===== config.mk =====
export PLATFORM = sky130hd
export DESIGN_NAME = mem_port_arbiter
export DESIGN_NICKNAME = d
export VERILOG_FILES = /design/src/rtl/mem_port_arbiter.sv
export SDC_FILE = /design/constraint.sdc
export NUM_CORES = 1
export LEC_CHECK = 0
export BUFFER_PORTS_ARGS = -buffer_cell sky130_fd_sc_hd__buf_2
export CAP_MARGIN = 0
export CORE_MARGIN = 4
export CORE_UTILIZATION = 46
export DETAILED_ROUTE_END_ITERATION = 8
export GPL_ROUTABILITY_DRIVEN = 0
export MAX_ROUTING_LAYER = met4
export PLACE_DENSITY = 0.8
export SLEW_MARGIN = 10
export SYNTH_ARGS = -nofsm -noshare
export SYNTH_HDL_FRONTEND = slang
export SYNTH_SLANG_ARGS = --single-unit

===== constraint.sdc =====
create_clock -name clk_i -period 1.8 [get_ports clk_i]
set_input_delay 0.27 -clock clk_i [delete_from_list [all_inputs] [get_ports clk_i]]
set_output_delay 0.27 -clock clk_i [all_outputs]
set_load 0.01 [all_outputs]

===== src/rtl/mem_port_arbiter.sv =====
// Shares one variable-latency memory between the fetch and data ports; optional ack timeout via MEM_ARB_TIMEOUT_EN.
// Latency: grant one edge after the request, port ack one edge after mem_ack_i; one RESP cycle before the next grant.
// Backpressure: a grant holds mem_req_o until mem_ack_i, and stall_o freezes the pipeline while any request is unacked.
module mem_port_arbiter #(
    parameter int ADDR_W       = 32,
    parameter int DATA_W       = 32,
    parameter int MAX_D_STREAK = 4,
    parameter int TIMEOUT      = 255
) (
    input  logic              clk_i,
    input  logic              rst_i,
    input  logic              if_req_i,
    input  logic [ADDR_W-1:0] if_addr_i,
    output logic [DATA_W-1:0] if_rdata_o,
    output logic              if_ack_o,
    input  logic              d_req_i,
    input  logic              d_we_i,
    input  logic [ADDR_W-1:0] d_addr_i,
    input  logic [DATA_W-1:0] d_wdata_i,
    output logic [DATA_W-1:0] d_rdata_o,
    output logic              d_ack_o,
    output logic              mem_req_o,
    output logic              mem_we_o,
    output logic [ADDR_W-1:0] mem_addr_o,
    output logic [DATA_W-1:0] mem_wdata_o,
    input  logic [DATA_W-1:0] mem_rdata_i,
    input  logic              mem_ack_i,
    output logic              stall_o,
    output logic              err_o
);

    typedef enum logic [1:0] {
        IDLE     = 2'd0,
        GRANT_IF = 2'd1,
        GRANT_D  = 2'd2,
        RESP     = 2'd3
    } state_t;

    localparam int STREAK_W = $clog2(MAX_D_STREAK + 1);

    state_t              state_q, state_d;
    logic [STREAK_W-1:0] d_streak_q, d_streak_d;
    logic                mem_req_q, mem_req_d;
    logic                mem_we_q, mem_we_d;
    logic [ADDR_W-1:0]   mem_addr_q, mem_addr_d;
    logic [DATA_W-1:0]   mem_wdata_q, mem_wdata_d;
    logic [DATA_W-1:0]   if_rdata_q, if_rdata_d;
    logic [DATA_W-1:0]   d_rdata_q, d_rdata_d;
    logic                if_ack_q, if_ack_d;
    logic                d_ack_q, d_ack_d;

    logic sel_data;
    logic sel_fetch;
    logic in_grant;
    logic timeout_hit;

    // Data wins ties until it has starved a waiting fetch MAX_D_STREAK times in a row.
    assign sel_data  = d_req_i && (!if_req_i || (d_streak_q < STREAK_W'(MAX_D_STREAK)));
    assign sel_fetch = if_req_i && !sel_data;
    assign in_grant  = (state_q == GRANT_IF) || (state_q == GRANT_D);

`ifdef MEM_ARB_TIMEOUT_EN
    localparam int CNT_RAW = $clog2(TIMEOUT + 1);
    localparam int CNT_W   = (CNT_RAW > 8) ? CNT_RAW : 8;

    logic [CNT_W-1:0] wait_cnt_q, wait_cnt_d;
    logic             err_q, err_d;

    assign timeout_hit = in_grant && (wait_cnt_q == CNT_W'(TIMEOUT - 1));

    always_comb begin
        wait_cnt_d = '0;
        err_d      = err_q;
        if (in_grant) begin
            wait_cnt_d = wait_cnt_q + CNT_W'(1);
        end
        if (timeout_hit && !mem_ack_i) begin
            err_d = 1'b1;
        end
    end

    always_ff @(posedge clk_i or negedge rst_i) begin
        if (!rst_i) begin
            wait_cnt_q <= '0;
            err_q      <= 1'b0;
        end else begin
            wait_cnt_q <= wait_cnt_d;
            err_q      <= err_d;
        end
    end

    assign err_o = err_q;
`else
    assign timeout_hit = 1'b0;
    assign err_o       = 1'b0;
`endif

    always_comb begin
        state_d     = state_q;
        d_streak_d  = d_streak_q;
        mem_req_d   = mem_req_q;
        mem_we_d    = mem_we_q;
        mem_addr_d  = mem_addr_q;
        mem_wdata_d = mem_wdata_q;
        if_rdata_d  = if_rdata_q;
        d_rdata_d   = d_rdata_q;
        if_ack_d    = 1'b0;
        d_ack_d     = 1'b0;

        unique case (state_q)
            IDLE: begin
                if (sel_data) begin
                    state_d     = GRANT_D;
                    mem_req_d   = 1'b1;
                    mem_we_d    = d_we_i;
                    mem_addr_d  = {d_addr_i[ADDR_W-1:2], 2'b00};
                    mem_wdata_d = d_wdata_i;
                    if (!if_req_i) begin
                        d_streak_d = '0;
                    end else if (d_streak_q != STREAK_W'(MAX_D_STREAK)) begin
                        d_streak_d = d_streak_q + STREAK_W'(1);
                    end
                end else if (sel_fetch) begin
                    state_d    = GRANT_IF;
                    mem_req_d  = 1'b1;
                    mem_we_d   = 1'b0;
                    mem_addr_d = {if_addr_i[ADDR_W-1:2], 2'b00};
                    d_streak_d = '0;
                end
            end
            GRANT_IF, GRANT_D: begin
                // A real ack wins over a timeout landing on the same cycle.
                if (mem_ack_i || timeout_hit) begin
                    state_d   = RESP;
                    mem_req_d = 1'b0;
                    if (state_q == GRANT_IF) begin
                        if_ack_d   = 1'b1;
                        if_rdata_d = mem_ack_i ? mem_rdata_i : '0;
                    end else begin
                        d_ack_d   = 1'b1;
                        d_rdata_d = mem_ack_i ? mem_rdata_i : '0;
                    end
                end
            end
            RESP: begin
                state_d = IDLE;
            end
            default: begin
                state_d = IDLE;
            end
        endcase
    end

    always_ff @(posedge clk_i or negedge rst_i) begin
        if (!rst_i) begin
            state_q     <= IDLE;
            d_streak_q  <= '0;
            mem_req_q   <= 1'b0;
            mem_we_q    <= 1'b0;
            mem_addr_q  <= '0;
            mem_wdata_q <= '0;
            if_rdata_q  <= '0;
            d_rdata_q   <= '0;
            if_ack_q    <= 1'b0;
            d_ack_q     <= 1'b0;
        end else begin
            state_q     <= state_d;
            d_streak_q  <= d_streak_d;
            mem_req_q   <= mem_req_d;
            mem_we_q    <= mem_we_d;
            mem_addr_q  <= mem_addr_d;
            mem_wdata_q <= mem_wdata_d;
            if_rdata_q  <= if_rdata_d;
            d_rdata_q   <= d_rdata_d;
            if_ack_q    <= if_ack_d;
            d_ack_q     <= d_ack_d;
        end
    end

    assign mem_req_o   = mem_req_q;
    assign mem_we_o    = mem_we_q;
    assign mem_addr_o  = mem_addr_q;
    assign mem_wdata_o = mem_wdata_q;
    assign if_rdata_o  = if_rdata_q;
    assign d_rdata_o   = d_rdata_q;
    assign if_ack_o    = if_ack_q;
    assign d_ack_o     = d_ack_q;

    assign stall_o = (if_req_i && !if_ack_q) || (d_req_i && !d_ack_q);

endmodule


==> flow_summary.json <==
{
  "hp-class": "in2reg",
  "drtPass1Iterations": 4,
  "dp_hpwl_um": 10300,
  "synth_seq_area_share": 0.623,
  "cts.sinks": 135,
  "cts_tree": "done",
  "fp.dieH_um": 117,
  "root_buffer": "clkbuf_16",
  "hold_viol": 0,
  "worstPathRequired_ps": 2090,
  "synth.top_cell.area_share": 0.623,
  "clk_path_buf_depth": 2,
  "synth_area_leader_cell": "dfrtp_1",
  "fmax_mhz": 593,
  "synth_area_leaders": "dfrtp_1, mux2_2, a21oi_1, nand2_1, nor2_1",
  "synthFlopType": "dfrtp_1",
  "irDropWorstVdd_mv": 1.46,
  "area_growth_pct": 40.2,
  "coreArea_mm2": 0.0115,
  "p_int_w": 0.00992,
  "min_path_cells": 3,
  "vias": 4195,
  "htreeDepth": 4,
  "regArea_mm2": 0.00338,
  "grt_pass1_wl_um": 21300,
  "postSynthAreaPerCell_um2": 13.0,
  "n_fill_cell": 838,
  "fin_tns_setup_ps": 0,
  "regToRegSetupSlack_ps": 110,
  "slew_viol_final": 0,
  "worstHoldStart": "if_addr_i[25]",
  "wl_um": 13900,
  "netlist_area_mm2": 0.00542,
  "synth_edf_count": 0,
  "portBuffers": 260,
  "p_leak_nw": 3.80,
  "fin_nets": 828,
  "grt_pass1_vias": 4319,
  "max_cap_viol_count": 0,
  "period_minus_slack_ps": 1690,
  "drtAntennaViolNets": 0,
  "initial_core_util": 0.473,
  "first_iter_violations": 146,
  "clk_latency_ps": 420,
  "critPathMaxFanout": 33,
  "min_to": "mem_addr_o[25]$_DFFE_PN0P_",
  "grt_start_max_net_pins": 49,
  "overflow": 0,
  "r2r-end": "d_rdata_o[22]$_DFFE_PN0P_",
  "relSlewSlack": 0.609,
  "yosysWarnings": 0,
  "tritoncts.num_buffers": 17,
  "antenna_found_initial": 0,
  "ys_ff_latch": 135,
  "min_period_over_period": 0.938,
  "worstMarginPinSlew_ps": 587,
  "seqPwrFrac": 0.361,
  "path_class": "reg2reg",
  "ctsResizeCount": 0,
  "setup-violations-final": 0,
  "startpoint_type": "flip-flop",
  "finalInstanceArea_mm2": 0.00760,
  "reg2reg_from": "state_q[0]$_DFFE_PN0P_",
  "die_w_um": 117,
  "worstRegToRegCells": 5,
  "worstPathArrival_ps": 1980,
  "drc_errors": 0,
  "path_clk_slew_ps": 60,
  "postPlaceCellArea_mm2": 0.00694,
  "power_switching_w": 0.00494,
  "hold_buffers": 1,
  "cts_setup_buffers": 0,
  "diodes": 0,
  "routedWlPerCell_um": 16.4,
  "cp-end-kind": "flip-flop",
  "power_density_mw_per_mm2": 1960,
  "status": "complete, no violations",
  "power_frac_clock": 0.254,
  "grt_setup_unrepaired": "false",
  "num_io_pins": 268,
  "multi_input_area_mm2": 0.00187,
  "ys_types": 27,
  "fp-row-count": 39,
  "fin_skew_ps": 8.75,
  "vias_per_cell": 4.96,
  "drive_gt1_frac": 0.578,
  "dieArea_mm2": 0.0136,
  "swShare": 0.333,
  "syn_inst": 418,
  "grt_use_total": 0.212,
  "ys_async_sr_fraction": 1.00,
  "combinationalPowerShare": 0.385
}
==> stage by stage <==
stage	utilization	power [W]	hold slack, ps	setup WS [ps]	instances
after floorplan	-	0.00867	-25.6	179	420
after global placement	0.605	0.0109	234	185	812
after detailed placement	0.605	0.0112	236	125	812
after CTS	0.663	0.0151	66.3	108	845
after global routing	0.663	0.0158	72.9	8.95	845
final	0.663	0.0149	81.5	112	845
==> cell usage in the layout, fill, tap and decap left out, types with 2 or more instances in the layout <==
cell type,netlist,final
buf_2,13,259
dfrtp_1,135,135
mux2_2,96,96
a21oi_1,62,62
nand2_1,33,33
nor2_1,33,33
clkbuf_16,0,17
inv_1,9,9
buf_4,3,9
ha_1,5,5
bufinv_16,0,5
buf_12,0,5
conb_1,1,3
clkinv_2,0,3
inv_6,0,3
o22ai_1,2,2
o21a_1,2,2
o21ai_0,2,2
mux2i_1,2,2
clkinv_4,0,2
clkinvlp_4,0,2
==> cell usage after synthesis, types with 3 or more instances <==
cell type and instances:
inv_1 9, ha_1 5, dfrtp_1 135, buf_6 3, buf_4 3, buf_2 13
clkbuf_1 6, a21oi_1 62, nand2_1 33, mux2_2 96, nor2_1 33
==> worst max path at each step <==
stage / from / end
4_1_cts: state_q[0]$_DFFE_PN0P_ / d_rdata_o[22]$_DFFE_PN0P_
3_3_place_gp: state_q[0]$_DFFE_PN0P_ / d_rdata_o[8]$_DFFE_PN0P_
5_1_grt: state_q[0]$_DFFE_PN0P_ / d_rdata_o[22]$_DFFE_PN0P_
2_1_floorplan: state_q[0]$_DFFE_PN0P_ / mem_wdata_o[10]$_DFFE_PN0P_
3_5_place_dp: state_q[0]$_DFFE_PN0P_ / d_rdata_o[30]$_DFFE_PN0P_
6_report: state_q[0]$_DFFE_PN0P_ / d_rdata_o[22]$_DFFE_PN0P_
==> critical path, cell delays in order, from the launching register on <==
cell	delay, ps
dfrtp_1	370
inv_1	70
ha_1	350
nand3b_1	160
buf_12	230
mux2_2	370
==> power by group through the flow <==
stage | Combinational (W) | Sequential [W] | Clock (W)
2_1_floorplan | 0.00259 | 0.00608 | 0
3_3_place_gp | 0.00559 | 0.00529 | 0
3_5_place_dp | 0.00581 | 0.00539 | 0
4_1_cts | 0.00584 | 0.00538 | 0.00386
5_1_grt | 0.00626 | 0.00557 | 0.00402
6_report | 0.00572 | 0.00536 | 0.00377
==> layer usage <==
layer,up-vias,part of all wire,GRT usage
met2,203,0.53,0.363
met5,-,0,-
met4,0,0.013,0.0665
li1,1977,-,-
met3,17,0.093,0.0705
met1,1998,0.37,0.235
==> cell type report <==
type,count,area share
clock inverter,15,0.0295
timing repair buffer,275,0.195
multi-input combinational,251,0.247
tap,143,0.0235
sequential,135,0.445
inverter,9,0.00445
clock buffer,17,0.0560
==> cells by family (layout without fill, tap and decap cells) <==
family / count (synthesis) / in the layout / synth area share
buffers and inverters: 34 / 316 / 0.0328
and+or+nand+nor: 69 / 69 / 0.0494
AOI/OAI and AO/OA: 75 / 75 / 0.0769
muxes: 99 / 99 / 0.205
DFF: 135 / 135 / 0.623
other: 1 / 3 / 0.000692
adders and majority gates: 5 / 5 / 0.0115
==> registers in the layout, summed over array words and instances, names as in the netlist <==
| name | flops |
|---|---|
| d_ack_o | 1 |
| d_rdata_o | 32 |
| d_streak_q | 3 |
| if_ack_o | 1 |
| if_rdata_o | 32 |
| mem_addr_o | 30 |
| mem_req_o | 1 |
| mem_wdata_o | 32 |
| mem_we_o | 1 |
| state_q | 2 |
Power figures use the tool's default switching activity.
